File: src/rtl/dsp_seq_pkg.sv
// Shared types and slice control encodings for the DSP MAC sequencer.
// Latency: n/a (constants, types and a pure decode function only).
// Backpressure: n/a.
// Contents: FSM state encoding, OPMODE X/Y/Z selects, ALUMODE ops and the
// Z-select decode for a product that reaches the P stage.
package dsp_seq_pkg;

  typedef enum logic [2:0] {
    ST_IDLE  = 3'd0,
    ST_LOADC = 3'd1,
    ST_ACCUM = 3'd2,
    ST_DRAIN = 3'd3,
    ST_DONE  = 3'd4
  } state_t;

  // OPMODE = {Z[2:0], Y[1:0], X[1:0]}; X=Y=01 routes the multiplier output.
  localparam logic [6:0] OPM_ZERO = 7'b000_00_00;
  localparam logic [6:0] OPM_M    = 7'b000_01_01;  // P = 0 + M
  localparam logic [6:0] OPM_C_M  = 7'b011_01_01;  // P = C + M
  localparam logic [6:0] OPM_P_M  = 7'b010_01_01;  // P = P + M
  localparam logic [6:0] OPM_C    = 7'b011_00_00;  // P = C

  localparam logic [3:0] ALU_ADD  = 4'b0000;       // Z + (X + Y)
  localparam logic [3:0] ALU_ZSUB = 4'b0011;       // Z - (X + Y)

  // Only the first product of a job may replace P; later ones accumulate.
  function automatic logic [6:0] cep_opmode(input logic first, input logic addc);
    if (!first) return OPM_P_M;
    return addc ? OPM_C_M : OPM_M;
  endfunction

endpackage

File: src/rtl/dsp_seq_token_pipe.sv
// Token delay line mirroring the slice's A/B->M->P pipeline, one token per product.
// Latency: a token pushed in cycle t yields cem in t+PIPE_DLY-1 and cep in t+PIPE_DLY.
// Backpressure: none; the slice pipeline cannot stall, so neither does this.
// Ports: CLK, RST (sync, active-high); push/push_first in; cem, cep, cep_first
// taps out; upstream_busy = tokens still behind the P stage.
import dsp_seq_pkg::*;

module dsp_seq_token_pipe #(
  parameter int PIPE_DLY = 2
) (
  input  logic CLK,
  input  logic RST,
  input  logic push,
  input  logic push_first,
  output logic cem,
  output logic cep,
  output logic cep_first,
  output logic upstream_busy
);

  // With PIPE_DLY=1 the M and P stages collapse onto the same tap.
  localparam int M_TAP = (PIPE_DLY > 1) ? PIPE_DLY - 2 : 0;
  localparam int P_TAP = PIPE_DLY - 1;

  logic [PIPE_DLY-1:0] vld_q;
  logic [PIPE_DLY-1:0] first_q;

  always_ff @(posedge CLK) begin
    if (RST) begin
      vld_q   <= '0;
      first_q <= '0;
    end else begin
      vld_q[0]   <= push;
      first_q[0] <= push & push_first;
      for (int i = 1; i < PIPE_DLY; i++) begin
        vld_q[i]   <= vld_q[i-1];
        first_q[i] <= first_q[i-1];
      end
    end
  end

  assign cem       = vld_q[M_TAP];
  assign cep       = vld_q[P_TAP];
  assign cep_first = first_q[P_TAP];

  // The token at the P tap completes this cycle, so it does not hold off DONE.
  always_comb begin
    upstream_busy = 1'b0;
    for (int i = 0; i < P_TAP; i++) upstream_busy = upstream_busy | vld_q[i];
  end

endmodule

File: src/rtl/dsp_mac_sequencer.sv
// Sequences one DSP slice through P = [C] + sum A[i]*B[i] (or C - sum with DSP_SEQ_SUB_EN).
// Latency: gap-free job with no C seed reaches DONE LEN+PIPE_DLY+1 cycles after command accept.
// Backpressure: CMD_READY only in IDLE, OP_READY only while operands remain, DONE holds until RES_READY.
// Ports: CLK/RST; CMD_VALID/CMD_READY/CMD_LEN/CMD_ADDC[/CMD_SUB] job request; OP_VALID/OP_READY
// operand handshake; CEA/CEB/CEC/CEM/CEP/RSTP/OPMODE/ALUMODE slice controls;
// RES_VALID/RES_READY result handshake; BUSY. Macro DSP_SEQ_SUB_EN adds CMD_SUB.
import dsp_seq_pkg::*;

module dsp_mac_sequencer #(
  parameter int LEN_W    = 8,
  parameter int PIPE_DLY = 2
) (
  input  logic             CLK,
  input  logic             RST,
  input  logic             CMD_VALID,
  output logic             CMD_READY,
  input  logic [LEN_W-1:0] CMD_LEN,
  input  logic             CMD_ADDC,
`ifdef DSP_SEQ_SUB_EN
  input  logic             CMD_SUB,
`endif
  input  logic             OP_VALID,
  output logic             OP_READY,
  output logic             CEA,
  output logic             CEB,
  output logic             CEC,
  output logic             CEM,
  output logic             CEP,
  output logic             RSTP,
  output logic [6:0]       OPMODE,
  output logic [3:0]       ALUMODE,
  output logic             RES_VALID,
  input  logic             RES_READY,
  output logic             BUSY
);

  state_t           state_q;
  logic [LEN_W-1:0] len_q;
  logic [LEN_W-1:0] count_q;
  logic             addc_q;
  logic             rstp_q;   // zero-length job without C: clear P once
  logic             cload_q;  // zero-length job with C: load P from C once
  logic             live;
  logic             op_acc;
  logic             last_op;
  logic             pipe_cem;
  logic             pipe_cep;
  logic             pipe_first;
  logic             pipe_upstream;

  // Every control output is forced inactive while reset is asserted.
  assign live    = ~RST;
  assign op_acc  = OP_VALID & OP_READY;
  assign last_op = (count_q + LEN_W'(1)) == len_q;

  always_ff @(posedge CLK) begin
    if (RST) begin
      state_q <= ST_IDLE;
      len_q   <= '0;
      count_q <= '0;
      addc_q  <= 1'b0;
      rstp_q  <= 1'b0;
      cload_q <= 1'b0;
    end else begin
      rstp_q  <= 1'b0;
      cload_q <= 1'b0;
      case (state_q)
        ST_IDLE: begin
          if (CMD_VALID) begin
            len_q   <= CMD_LEN;
            addc_q  <= CMD_ADDC;
            count_q <= '0;
            if (CMD_ADDC) begin
              state_q <= ST_LOADC;
            end else if (CMD_LEN == '0) begin
              // DRAIN with an empty pipe lasts one cycle: the RSTP cycle.
              rstp_q  <= 1'b1;
              state_q <= ST_DRAIN;
            end else begin
              state_q <= ST_ACCUM;
            end
          end
        end
        ST_LOADC: begin
          if (len_q == '0) begin
            cload_q <= 1'b1;
            state_q <= ST_DRAIN;
          end else begin
            state_q <= ST_ACCUM;
          end
        end
        ST_ACCUM: begin
          if (op_acc) begin
            count_q <= count_q + LEN_W'(1);
            if (last_op) state_q <= ST_DRAIN;
          end
        end
        ST_DRAIN: begin
          if (!pipe_upstream) state_q <= ST_DONE;
        end
        ST_DONE: begin
          if (RES_READY) state_q <= ST_IDLE;
        end
        default: state_q <= ST_IDLE;
      endcase
    end
  end

  dsp_seq_token_pipe #(
    .PIPE_DLY(PIPE_DLY)
  ) u_token_pipe (
    .CLK          (CLK),
    .RST          (RST),
    .push         (op_acc),
    .push_first   (count_q == '0),
    .cem          (pipe_cem),
    .cep          (pipe_cep),
    .cep_first    (pipe_first),
    .upstream_busy(pipe_upstream)
  );

  assign CMD_READY = live & (state_q == ST_IDLE);
  assign OP_READY  = live & (state_q == ST_ACCUM) & (count_q < len_q);
  assign CEA       = op_acc;
  assign CEB       = op_acc;
  assign CEC       = live & (state_q == ST_LOADC);
  assign CEM       = live & pipe_cem;
  assign CEP       = live & (pipe_cep | cload_q);
  assign RSTP      = RST | rstp_q;
  assign RES_VALID = live & (state_q == ST_DONE);
  assign BUSY      = live & (state_q != ST_IDLE);

  always_comb begin
    OPMODE = OPM_ZERO;
    if (live) begin
      if (pipe_cep)     OPMODE = cep_opmode(pipe_first, addc_q);
      else if (cload_q) OPMODE = OPM_C;
    end
  end

`ifdef DSP_SEQ_SUB_EN
  logic sub_q;

  always_ff @(posedge CLK) begin
    if (RST)                                  sub_q <= 1'b0;
    else if (state_q == ST_IDLE && CMD_VALID) sub_q <= CMD_SUB;
  end

  assign ALUMODE = (CEP && sub_q) ? ALU_ZSUB : ALU_ADD;
`else
  assign ALUMODE = ALU_ADD;
`endif

endmodule
File: config.mk
export PLATFORM = sky130hd
export DESIGN_NAME = dsp_mac_sequencer
export DESIGN_NICKNAME = d
export VERILOG_FILES = /design/src/rtl/dsp_seq_pkg.sv /design/src/rtl/dsp_seq_token_pipe.sv /design/src/rtl/dsp_mac_sequencer.sv
export SDC_FILE = /design/constraint.sdc
export NUM_CORES = 1
export LEC_CHECK = 0
export CELL_PAD_IN_SITES_DETAIL_PLACEMENT = 1
export CELL_PAD_IN_SITES_GLOBAL_PLACEMENT = 2
export CORE_MARGIN = 2
export CORE_UTILIZATION = 30
export CTS_CLUSTER_SIZE = 40
export DETAILED_ROUTE_END_ITERATION = 10
export MAX_ROUTING_LAYER = met4
export PLACE_DENSITY_LB_ADDON = 0.1
export SLEW_MARGIN = 30
export SYNTH_ARGS = -nofsm -noshare
export SYNTH_HDL_FRONTEND = slang
export SYNTH_SLANG_ARGS = --single-unit
File: constraint.sdc
create_clock -name CLK -period 2.9 [get_ports CLK]
set_input_delay 0.58 -clock CLK [delete_from_list [all_inputs] [get_ports CLK]]
set_output_delay 0.58 -clock CLK [all_outputs]
set_load 0.02 [all_outputs]
Yosys cells after proc, flatten, opt, wreduce, memory -nomap -nowiden. Cells that the tools add are included.

Register bits after elaboration: 26. Latch bits: 0. RAM bits: 0. Bits in read-only memories: 0. Input bits: 14. Output and inout bits: 21. Logic and storage cells: 70. Memories: 0.

$add $sub $neg: 1. Multiply operators: 0. Div/mod/pow operators: 0. $lt $le $gt $ge: 1. Eq/ne operators: 10. Shift-type cells: 0. Muxes and demuxes: 23. Bitwise gates (word level): 16. Reductions and logical operators: 11.

Operators by type and width (count): $mux 7 (4); $logic_not 8->1 (3); $mux 8 (2); $pmux 8 s2 (1); $mux 3 (5); $pmux 3 s5 (1); $mux 6 (2); $and 1x1->1 (10); $add 8x1->8 const B (1); $eq 8x8->1 (1); $lt 8x8->1 (1); $ne 2x2->1 const B (4); $mux 1 (7); $eq 3x2->1 const B (2); $reduce_and 5->1 (1); $not 1->1 (4); $reduce_or 4->1 (1); $eq 3x1->1 const B (1); $eq 3x3->1 const B (1); $logic_not 3->1 (1); $reduce_and 3->1 (1); $reduce_bool 3->1 (1); $mux 2 (1); $ne 2x1->1 const B (1); 4 further kinds (5).

Longest topological paths before layout. Gate-level depths: netlist of run 1.

Depth after elaboration: 6. Mapped depth: 8.

Modules after synthesis. From an unflattened synthesis of run 1, not the netlist that was laid out.

Cell total of the unflattened synthesis: 234. Area, all modules: 1833.0 sq um.

By module, submodules not included: dsp_mac_sequencer (instances 1, cells an instance 225, area each 1717.9 sq um, sequential area each 440.4 sq um); dsp_seq_token_pipe (instances 1, cells an instance 9, area each 115.1 sq um, sequential area each 80.1 sq um).

Worst setup path before layout of run 1. No wires, ideal clock.

Kind: register to output. Start: reg len_q[6]. End: out CEB. Arrival: 2089 ps. Path slack: 231 ps. Cell stages (with the launch flop): 9. Cells stage by stage: dfxtp_1 -> clkbuf_1 -> inv_1 -> ha_1 -> and3_2 -> a22oi_2 -> o211ai_2 -> nor2_1 -> buf_4.

Cells in the longest elaborated chain, start to end: 3.

Ends and longest elaborated chain: start, declared (RTL line dsp_mac_sequencer.sv:38) `logic [LEN_W-1:0] len_q;`; start signal, assigned (RTL line dsp_mac_sequencer.sv:59) `len_q <= '0;`; start signal, assigned (RTL line dsp_mac_sequencer.sv:70) `len_q <= CMD_LEN;`; $lt 8x8->1 (RTL line dsp_mac_sequencer.sv:123) `assign OP_READY = live & (state_q == ST_ACCUM) & (count_q < len_q);`; $and 1x1->1 (RTL line dsp_mac_sequencer.sv:123); $and 1x1->1 (RTL line dsp_mac_sequencer.sv:53) `assign op_acc = OP_VALID & OP_READY;`; end, declared (RTL line dsp_mac_sequencer.sv:25) `output logic CEB,`.

No other way between the ends.

Final worst setup path of run 1.
Start: in RST. End: out OPMODE[4].

Cells in the longest elaborated chain, start to end: 1.

Ends and longest elaborated chain: start, declared (RTL line dsp_mac_sequencer.sv:14) `input logic RST,`; $mux 7 (RTL line dsp_mac_sequencer.sv:135) `if (live) begin`; end, declared (RTL line dsp_mac_sequencer.sv:30) `output logic [6:0] OPMODE,`.

No other way between the ends.

==> results of run 1 <==
[kinds of logic after synthesis]
family,after synthesis,share of synthesized area
muxes,1,0.00568
AOI/OAI and AO/OA,54,0.229
and+or+nand+nor,87,0.256
adders and majority gates,10,0.0710
xor gates and xnor gates,8,0.0397
other,1,0.00213
DFF,26,0.295
buffers and inverters,34,0.101
[sequential cells by signal (all words and copies together) (netlist names)]
signal / cells
state_q: 3
cload_q: 1
addc_q: 1
u_token_pipe.first_q: 2
count_q: 8
u_token_pipe.vld_q: 2
len_q: 8
rstp_q: 1
[critical path: cells and delay by family]
family,cells,cell delay (ns)
compound gates,1,0.12
buf+inv,3,1.23
simple gates,1,0.31
[what timing repair did]
item / 4_1_cts / 5_1_grt
buffers inserted: 1 / 0
setup endpoints to repair: 3 / 4
pin swaps: 1 / 0
resized for setup: 3 / 7
[stage by stage]
stage	hold slack (ns)	setup slack [ns]
5_1_grt	0.483	0.000694
4_1_cts	0.468	0.00410
3_5_place_dp	0.453	-0.0662
6_report	0.462	0.0719
2_1_floorplan	0.414	0.231
3_3_place_gp	0.446	-0.0155
[cells in the final DEF, fill, tap and decap left out, types with 2 or more instances in the layout]
cell type and count:
sky130_fd_sc_hd__ha_1 10, sky130_fd_sc_hd__clkbuf_8 3, sky130_fd_sc_hd__a22o_1 7, sky130_fd_sc_hd__o211ai_1 6
sky130_fd_sc_hd__nor4_1 4, sky130_fd_sc_hd__conb_1 7, sky130_fd_sc_hd__and3_1 3, sky130_fd_sc_hd__xor2_1 4
sky130_fd_sc_hd__nor2_1 12, sky130_fd_sc_hd__nand3b_1 5, sky130_fd_sc_hd__nor2b_1 10, sky130_fd_sc_hd__clkbuf_2 3
sky130_fd_sc_hd__xnor2_1 4, sky130_fd_sc_hd__inv_1 14, sky130_fd_sc_hd__a21oi_1 17, sky130_fd_sc_hd__o31ai_1 7
sky130_fd_sc_hd__nand2_1 24, sky130_fd_sc_hd__dfxtp_1 26, sky130_fd_sc_hd__nand2b_1 6, sky130_fd_sc_hd__a211oi_1 2
sky130_fd_sc_hd__nand3_1 9, sky130_fd_sc_hd__a21o_1 2, sky130_fd_sc_hd__o21ai_0 3, sky130_fd_sc_hd__buf_4 21
sky130_fd_sc_hd__nor3_1 4, sky130_fd_sc_hd__or2_2 2, sky130_fd_sc_hd__clkdlybuf4s50_1 23, sky130_fd_sc_hd__and2_1 3
[layout make-up]
cell class / count / area share
clock buffers: 3 / 0.0185
clock inverters: 1 / 0.0134
inverters: 14 / 0.0235
multi-input cells: 167 / 0.486
flip-flops and latches: 26 / 0.233
well taps: 72 / 0.0403
repair buffers: 48 / 0.186
[metal layers]
metal	global-route usage	part of all wire	vias up
met1	0.238	0.50	775
met2	0.285	0.47	25
li1	-	-	837
met3	0.0202	0.025	2
met4	0.0356	0.0037	0
met5	-	0	-
[Yosys cell counts (4+ instances only)]
library cell	n
sky130_fd_sc_hd__dfxtp_1	26
sky130_fd_sc_hd__nand2_1	24
sky130_fd_sc_hd__a21oi_1	17
sky130_fd_sc_hd__inv_1	14
sky130_fd_sc_hd__buf_4	13
sky130_fd_sc_hd__nor2_1	12
sky130_fd_sc_hd__ha_1	10
sky130_fd_sc_hd__nor2b_1	10
sky130_fd_sc_hd__nand3_1	9
sky130_fd_sc_hd__a22o_1	7
sky130_fd_sc_hd__o31ai_1	7
sky130_fd_sc_hd__nand2b_1	6
sky130_fd_sc_hd__o211ai_1	6
sky130_fd_sc_hd__clkbuf_1	5
sky130_fd_sc_hd__nand3b_1	5
sky130_fd_sc_hd__nor3_1	4
sky130_fd_sc_hd__nor4_1	4
sky130_fd_sc_hd__xnor2_1	4
sky130_fd_sc_hd__xor2_1	4
[worst paths after layout]
check | startpoint | end | slack (ns) | cells past startpoint
min reg2reg | u_token_pipe.first_q[0] | u_token_pipe.first_q[1] | 0.46 | 1
max | RST | OPMODE[4] | 0.07 | 5
min | u_token_pipe.first_q[0] | u_token_pipe.first_q[1] | 0.46 | 1
max reg2reg | len_q[6] | count_q[6] | 0.74 | 8
[power groups by stage]
stage | clock network [W] | logic [W] | registers [W]
finish | 0.000315 | 0.000296 | 0.000395
global route | 0.000338 | 0.000329 | 0.000399
CTS | 0.000324 | 0.000301 | 0.000395
detailed placement | 0 | 0.000301 | 0.000404
global placement | 0 | 0.000299 | 0.000403
floorplan | 0 | 0.000191 | 0.000401
==> key figures, run 1 <==
Routing
  – Number of search-and-repair iterations in the first detailed-routing pass: 4
  – DRC violations left: 0
  – WL per Instance: about 16 µm
  – Number of nets with antenna violations after routing: 0
  – Routed vias: roughly 1600
  – Initial DRC count: 45
  – Final WL: 5.19 mm
  – Via density: 4.95

Power
  – Leak pwr: between 0.9 and 1 nW
  – Portion of total power attributed to sequential cells: 0.393
  – Maximum resistive drop on vdd: just over 0.2 mV
  – Share of total power in combinational logic: 0.294
  – Total power divided by cell area: 450 nW/µm²
  – Internal portion of total power: slightly below 0.0007 W
  – Total chip power: between 0.001 and 0.0015 W
  – Net switching power of the design: 0.000319 W
  – Net switching share of the total power: 0.318
  – Part of the total power dissipated in the clock network: 0.313

CTS
  – Buffer depth of the longest clock path: 2
  – Level count of the clock H-tree: 1
  – TritonCTS clock tree: done
  – Post-CTS Hold Buffers: 0
  – Skew-Pair Late Insertion Delay: 0.28 ns
  – Number of buffers added by the clock tree synthesis step: 3
  – CTS sink cnt: 26
  – Buffer type at the clock tree root: sky130_fd_sc_hd__clkbuf_8
  – Clock slew seen by the registers of the worst setup and hold paths: around 0.10 ns

Synthesis
  – Synthesized instance count: 221
  – Sequential area share after synthesis: 0.295
  – Mean post-synth cell area: ~8 µm²
  – Synth Register Bits: 26
  – Synth area leaders: sky130_fd_sc_hd__dfxtp_1 30%, sky130_fd_sc_hd__ha_1 7.1%, sky130_fd_sc_hd__buf_4 5.5%
  – Proportion of netlist area held by the largest area contributor: 0.295
  – Synthesized cell area: approximately 1800 µm²
  – Yosys warning total: 0
  – Share of synthesized flip-flops with an asynchronous set or reset: 0
  – Dominant synthesized flop cell: sky130_fd_sc_hd__dfxtp_1
  – EDFF count, synth: 0
  – Unique cell type count in the Yosys netlist: 43
  – Dominant cell type by area after synthesis: sky130_fd_sc_hd__dfxtp_1

Setup path
  – CP cell instances: clkdlybuf4s50_1 -> buf_4 -> or2_2 -> a21oi_1 -> clkdlybuf4s50_1
  – Classification of the worst setup path: in -> out
  – Standard cell with the maximum stage delay on the critical path: sky130_fd_sc_hd__clkdlybuf4s50_1
  – CP Launch Type: primary input
  – Worst path max stage delay: 0.62 ns
  – Crit path DAT: 2.25 ns
  – Largest fanout of any net on the critical path: 3
  – Endpoint class of the critical path: output port
  – CP required: 2.32 ns
  – Most frequent cell on the critical path: sky130_fd_sc_hd__clkdlybuf4s50_1

Finish
  – Final standard cell utilization of the core: 0.399
  – Area taken by multi-input logic gates: between 1000 and 1500 µm²
  – Final net count: approximately 280
  – Final Non-Filler Cells: roughly 330
  – Growth of design area from synthesis to finish: 26.8%
  – Final design instance area without fill: between 2000 and 2500 µm²
  – Sequential standard cell area: between 500 and 600 µm²
  – Layout cells sized above 1: 0.139
  – Fillers: between 700 and 800
  – Antenna diode count: 0

STA
  – Clock period minus final worst setup slack: 2.83 ns
  – Maximum clock frequency: 0.354 GHz
  – Relative max-transition margin: 0.629
  – Share of the cycle needed by the critical path after routing: 0.975
  – Slew at the pin closest to its max-slew limit: approximately 0.56 ns
  – Final setup vio count: 0
  – Setup skew after layout: ~0.0033 ns
  – Final hold violation count: 0
  – Final Max Tran Viols: 0
  – RSZ-0062 raised after global routing: false
  – Setup tns final: 0 ns

Placement
  – Weighted congestion reported at the end of routability-driven placement: around 0.78
  – Placement Cell Area: 2170 µm²
  – Cells after DPL: between 300 and 400
  – Post-DP HPWL: between 4 and 5 mm
  – Number of buffers added on ports: 27

Die
  – Width of the chip: 80.7 µm
  – Total Die Area: 6510 µm²
  – Number of rows in the core area: 27
  – Starting density of the core: 0.314
  – Number of ports placed on the die boundary: 35
  – Core region area: 5610 µm²
  – Die boundary height: between 80 and 90 µm

Status
  – Result of the run: finished clean

Global routing
  – Maximum number of pins on one net before global-route repair: 17
  – Wire length of the first global-routing pass: roughly 8.4 mm
  – Gr ovfl total: 0
  – Antenna violations before repair: 0
  – Number of global-route vias before repair: between 1500 and 2000
  – Overall fraction of global-route tracks in use: 0.176

Job
  – Max-cap violations: 0

Hold path
  – Type of the worst min-delay path: reg -> reg
Note: power is estimated with default switching activity, not from simulation.
==> run 2, diff against run 1 <==
Clock period 2.9 ns to 3.25 ns, I/O delays scaled along.
==> key figures, run 2 (synthesis gave the netlist of run 1 again) <==
Hold path
  – Hold Startpoint: u_token_pipe.first_q[0] (unchanged)
  – Type of the worst min-delay path: reg -> reg (unchanged)

Global routing
  – Antenna violations before repair: 0 (unchanged)
  – Overall fraction of global-route tracks in use: 0.168 (was 0.176)
  – Gr ovfl total: 0 (unchanged)
  – Wire length of the first global-routing pass: 8.21 mm (was 8.43 mm)
  – Maximum number of pins on one net before global-route repair: 16 (was 17)
  – Number of global-route vias before repair: 1673 (unchanged)

STA
  – Share of the cycle needed by the critical path after routing: 0.928
  – Final setup vio count: 0 (unchanged)
  – RSZ-0062 raised after global routing: false (unchanged)
  – Final hold violation count: 0 (unchanged)
  – Maximum clock frequency: approximately 0.33 GHz
  – Clock period minus final worst setup slack: about 3.0 ns
  – Setup tns final: 0 ns (unchanged)
  – Setup skew after layout: 0.00568 ns (was 0.00331 ns)
  – Final Max Tran Viols: 0 (unchanged)

Setup path
  – CP Launch Type: primary input (unchanged)
  – Largest fanout of any net on the critical path: 11 (was 3)
  – Origin of the worst setup path: RST (unchanged)
  – Classification of the worst setup path: in -> out (unchanged)
  – Worst r2r src: count_q[1] (was len_q[6])
  – CP required: 2.60 ns (was 2.32 ns)
  – Endpoint class of the critical path: output port (unchanged)
  – Crit path DAT: 2.37 ns (was 2.25 ns)
  – Setup slack, reg-to-reg: 1.18 ns (was 0.74 ns)

Power
  – Internal portion of total power: 0.000605 W (was 0.000686 W)
  – Maximum resistive drop on vdd: 0.185 mV (was 0.208 mV)
  – Net switching power of the design: 0.000280 W (was 0.000319 W)
  – Part of the total power dissipated in the clock network: 0.315 (was 0.313)
  – Share of total power in combinational logic: 0.282 (was 0.294)
  – Leak pwr: 0.898 nW (was 0.924 nW)
  – Net switching share of the total power: 0.316 (was 0.318)
  – Total power divided by cell area: 405 nW/µm² (was 450 nW/µm²)
  – Portion of total power attributed to sequential cells: 0.404 (was 0.393)

Routing
  – Number of search-and-repair iterations in the first detailed-routing pass: 4 (unchanged)
  – DRC violations left: 0 (unchanged)
  – WL per Instance: 15.7 µm (about the same)
  – Routed vias: 1627 (was 1639)
  – Initial DRC count: 18 (was 45)
  – Number of nets with antenna violations after routing: 0 (unchanged)
  – Via density: 5.05 (was 4.95)
  – Final WL: 5.05 mm (was 5.19 mm)

CTS
  – Number of buffers added by the clock tree synthesis step: 3 (unchanged)
  – Buffer type at the clock tree root: sky130_fd_sc_hd__clkbuf_8 (unchanged)
  – TritonCTS clock tree: done (unchanged)
  – Post-CTS Repair Setup Buffers: 0 (was 1)
  – Level count of the clock H-tree: 1 (unchanged)
  – Skew-Pair Late Insertion Delay: 0.28 ns (about the same)
  – CTS sink cnt: 26 (unchanged)
  – Buffer depth of the longest clock path: 2 (unchanged)
  – Clock slew seen by the registers of the worst setup and hold paths: 0.10 ns (about the same)

Placement
  – Weighted congestion reported at the end of routability-driven placement: 0.814 (was 0.775)
  – Placement Cell Area: 2110 µm² (was 2170 µm²)
  – Cells after DPL: 318 (was 326)
  – Number of buffers added on ports: 27 (unchanged)
  – Post-DP HPWL: 3.95 mm (was 4.16 mm)

Status
  – Result of the run: finished clean (unchanged)

Die
  – Starting density of the core: 0.314 (unchanged)
  – Total Die Area: 6510 µm² (unchanged)
  – Number of ports placed on the die boundary: 35 (unchanged)
  – Die boundary height: 80.7 µm (unchanged)
  – Number of rows in the core area: 27 (unchanged)
  – Core region area: 5610 µm² (unchanged)
  – Width of the chip: 80.7 µm (unchanged)

Finish
  – Final design instance area without fill: 2190 µm² (was 2240 µm²)
  – Antenna diode count: 0 (unchanged)
  – Area taken by multi-input logic gates: 1090 µm² (unchanged)
  – Final Non-Filler Cells: 322 (was 331)
  – Final standard cell utilization of the core: 0.390 (was 0.399)
  – Growth of design area from synthesis to finish: 24.1% (was 26.8%)
  – Final net count: 275 (was 284)
  – Sequential standard cell area: 523 µm² (was 520 µm²)
  – Registers with the most flip-flops: count_q: 8 flops, len_q: 8 flops, state_q: 3 flops (unchanged)
  – Commonest non-fill, non-tap cells in the layout: 24 x sky130_fd_sc_hd__nand2_1, 24 x sky130_fd_sc_hd__dfxtp_1, 24 x sky130_fd_sc_hd__clkdlybuf4s50_1, 17 x sky130_fd_sc_hd__a21oi_1, 14 x sky130_fd_sc_hd__inv_1 (was 26 x sky130_fd_sc_hd__dfxtp_1, 24 x sky130_fd_sc_hd__nand2_1, 23 x sky130_fd_sc_hd__clkdlybuf4s50_1, 21 x sky130_fd_sc_hd__buf_4, 17 x sky130_fd_sc_hd__a21oi_1)
  – Fillers: 715 (was 716)
  – Layout cells sized above 1: 0.104 (was 0.139)

Job
  – Max-cap violations: 0 (unchanged)
## run 2: final cells by class
type | instances | share of cell area
multi-input combinational | 167 | 0.497
sequential | 26 | 0.239
timing repair buffer | 39 | 0.166
tap | 72 | 0.0412
inverter | 14 | 0.0240
clock buffer | 3 | 0.0189
clock inverter | 1 | 0.0137
## run 2: path summary, 6_finish.rpt
path / cells after the start / to
worst min register to register: 1 / u_token_pipe.first_q[1]
worst min-delay path: 1 / u_token_pipe.first_q[1]
worst max-delay path: 5 / OPMODE[5]
worst max register to register: 6 / state_q[0]
## run 2: routing by layer
metal / up-vias / global-route usage / part of all wire
met4: 0 / 0.0271 / 0.011
met3: 6 / 0.0303 / 0.030
met5: - / - / 0
met2: 28 / 0.269 / 0.44
li1: 820 / - / -
met1: 773 / 0.227 / 0.52
## run 2: what timing repair did
item | CTS | global route
endpoints found under the setup margin | 2 | 2
resized for setup | 1 | 4
hold buffers | 0 | 0
## run 2: worst max-delay path, stage by stage
cell,delay [ns]
sky130_fd_sc_hd__clkdlybuf4s50_1,0.43
sky130_fd_sc_hd__buf_4,0.20
sky130_fd_sc_hd__or2_2,0.33
sky130_fd_sc_hd__a31oi_1,0.14
sky130_fd_sc_hd__clkdlybuf4s50_1,0.62
## run 2: per-stage QoR
| stage | hold WS (ns) | worst slack (ns) | total power, W |
|---|---|---|---|
| 2_1_floorplan | 0.414 | 0.511 | 0.000528 |
| 3_3_place_gp | 0.427 | 0.194 | 0.000614 |
| 3_5_place_dp | 0.452 | 0.174 | 0.000616 |
| 4_1_cts | 0.470 | 0.00633 | 0.000895 |
| 5_1_grt | 0.479 | 0.131 | 0.000937 |
| 6_report | 0.462 | 0.235 | 0.000885 |
## run 2: power groups by stage
stage	combinational, W	clock, W	sequential (W)
2_1_floorplan	0.000170	0	0.000358
3_3_place_gp	0.000250	0	0.000364
3_5_place_dp	0.000252	0	0.000364
4_1_cts	0.000253	0.000285	0.000357
5_1_grt	0.000276	0.000300	0.000361
6_report	0.000249	0.000279	0.000357
==> RTL edit: new RTL, settings of run 1 <==
`PIPE_DLY` is set to 2 in 2 places; all go to 1.
--- a/src/rtl/dsp_seq_token_pipe.sv
+++ b/src/rtl/dsp_seq_token_pipe.sv
@@ -6,7 +6,7 @@
 import dsp_seq_pkg::*;
 
 module dsp_seq_token_pipe #(
-  parameter int PIPE_DLY = 2
+  parameter int PIPE_DLY = 1
 ) (
   input  logic CLK,
   input  logic RST,
--- a/src/rtl/dsp_mac_sequencer.sv
+++ b/src/rtl/dsp_mac_sequencer.sv
@@ -8,7 +8,7 @@
 
 module dsp_mac_sequencer #(
   parameter int LEN_W    = 8,
-  parameter int PIPE_DLY = 2
+  parameter int PIPE_DLY = 1
 ) (
   input  logic             CLK,
   input  logic             RST,
Formal check against the unedited RTL: not equivalent (Yosys sat finds a counterexample within 4 cycles, from zero or initial values and one cycle with RST high).
==> RTL edit against run 1 <==
Clock skew fell by 1.4 ps; area after synthesis fell by 9.4%; maximum frequency up 6.5%; worst hold slack improved by 21 ps; sequential share of layout area rose by 0.093 points; power decreased by 19%; wire length is 6.8% lower; die area is 8.9% lower; sequential power down 8.6%; non-clock buffer count rose by 2; worst setup slack improved by 170 ps; first-iteration DRC count decreased by 16%; sequential cell count shrank 2; cell area shrank 8.1%; critical path type unchanged; largest power group unchanged.
==> RTL edit: results (changes against run 1) <==
| Metric | Value |
|---|---|
| Post-CTS resize count | 11 (was 3) |
| Leakage power | 0.000838 µW (was 0.000924 µW) |
| Worst hold stages | 2 (was 1) |
| Largest net degree at the start of global routing | 31 (was 17) |
| Synth top area cells | dfxtp_1 (30%), ha_1 (7.8%), nand2_1 (6.3%), a21oi_1 (6.0%), buf_4 (5.2%) (was dfxtp_1 (30%), ha_1 (7.1%), buf_4 (5.5%), nand2_1 (5.1%), a21oi_1 (4.8%)) |
| Combinational power share | 29.8% (was 29.4%) |
| Inverters | 15 (was 14) |
| Worst reg2reg path endpoint | count_q[3]$_SDFFE_PP0P_ (was count_q[6]$_SDFFE_PP0P_) |
| DP Area | 0.00200 mm² (was 0.00217 mm²) |
| R2r setup slk | 570 ps (was 740 ps) |
| Top cells by instance count after synthesis | nand2_1 (27), dfxtp_1 (24), a21oi_1 (19), inv_1 (14), nor2_1 (14) (was dfxtp_1 (26), nand2_1 (24), a21oi_1 (17), inv_1 (14), buf_4 (13)) |
| Gr usage total | 17.8% (was 17.6%) |
| Global-route wire length before repair | 8200 µm (was 8430 µm) |
| Fraction of area in multi-input gates | 46.0% (was 48.6%) |
| Number of non-clock buffers | 50 (was 48) |
| Post-Place Cells | 312 (was 326) |
| Multi-input comb cells | 154 (was 167) |
| Fin cells | 316 (was 331) |
| Fin Hold WS | 482 ps (was 462 ps) |
| Final wirelength | 4840 µm (was 5190 µm) |
| Crit-path max cell delay | 490 ps (was 620 ps) |
| Netlist cell types | 46 (was 43) |
| Delay-heaviest family, CP | simple AND/OR/NAND/NOR gates (was buffers and inverters) |
| Setup bufs post-CTS | 0 (was 1) |
| Outcome | complete, no violations (unchanged) |
| NonClk Buf Share | 21.6% (was 18.6%) |
| Hold endpoint | addc_q$_SDFFE_PP0P_ (was u_token_pipe.first_q[1]$_SDFF_PP0_) |
| HPWL after DPL | 3760 µm (was 4160 µm) |
| Fin nets | 272 (was 284) |
| Placer Congestion | 0.812 (was 0.775) |
| Layout clock area frac | 2.01% (was 3.19%) |
| Register area share after synthesis | 30.1% (was 29.5%) |
| Clock Skew | 1.89 ps (was 3.31 ps) |
| Tapcells inserted | 70 (was 72) |
| Max IR drop VDD | 223 µV (was 208 µV) |
| Initial drt markers | 38 (was 45) |
| Synth Register Bits | 24 (was 26) |
| Clock share of power | 25.8% (was 31.3%) |
| Sw Pwr | 267 µW (was 319 µW) |
| Rel. slew slack | 54.6% (was 62.9%) |
| Fillers | 673 (was 716) |
| WP data arrival | 2080 ps (was 2250 ps) |
| CP max FO | 4 (was 3) |
| Number of global-route vias before repair | 1,602 (was 1,673) |
| Post-Route Utilization | 40.0% (was 39.9%) |
| Crit path max-delay cell type | or4b_4 (was clkdlybuf4s50_1) |
| Register area | 480 µm² (was 520 µm²) |
[RTL edit: cell count changes after synthesis, sizes merged, moves of 4 or more]
cell	before	now
a22o	7	0
a31oi	1	5
nand2b	6	0
nand3b	5	1
nor2b	10	3
nor4	4	8
o211ai	7	2
o31ai	7	0
or3	0	4
[RTL edit: tightest hold or removal path, stage by stage, from the launching register on]
cell     delay, ps
dfxtp_1        330
nand2_1         60
a21oi_1         50
[RTL edit: logic make-up after synthesis]
family / synth area share [%]
compound gates: 16.2
xor+xnor: 4.38
fa+ha+maj: 7.83
buf+inv: 12.4
flops: 30.1
mux: 0.705
other cells: 0.235
simple gates: 28.2
[RTL edit: per-layer routing]
layer	up-vias	part of all wire, %	GRT usage, %
met5	-	0	-
met4	0	1.2	6.07
met3	5	2.5	2.12
met2	27	48	28.6
met1	746	49	23.4
li1	789	-	-
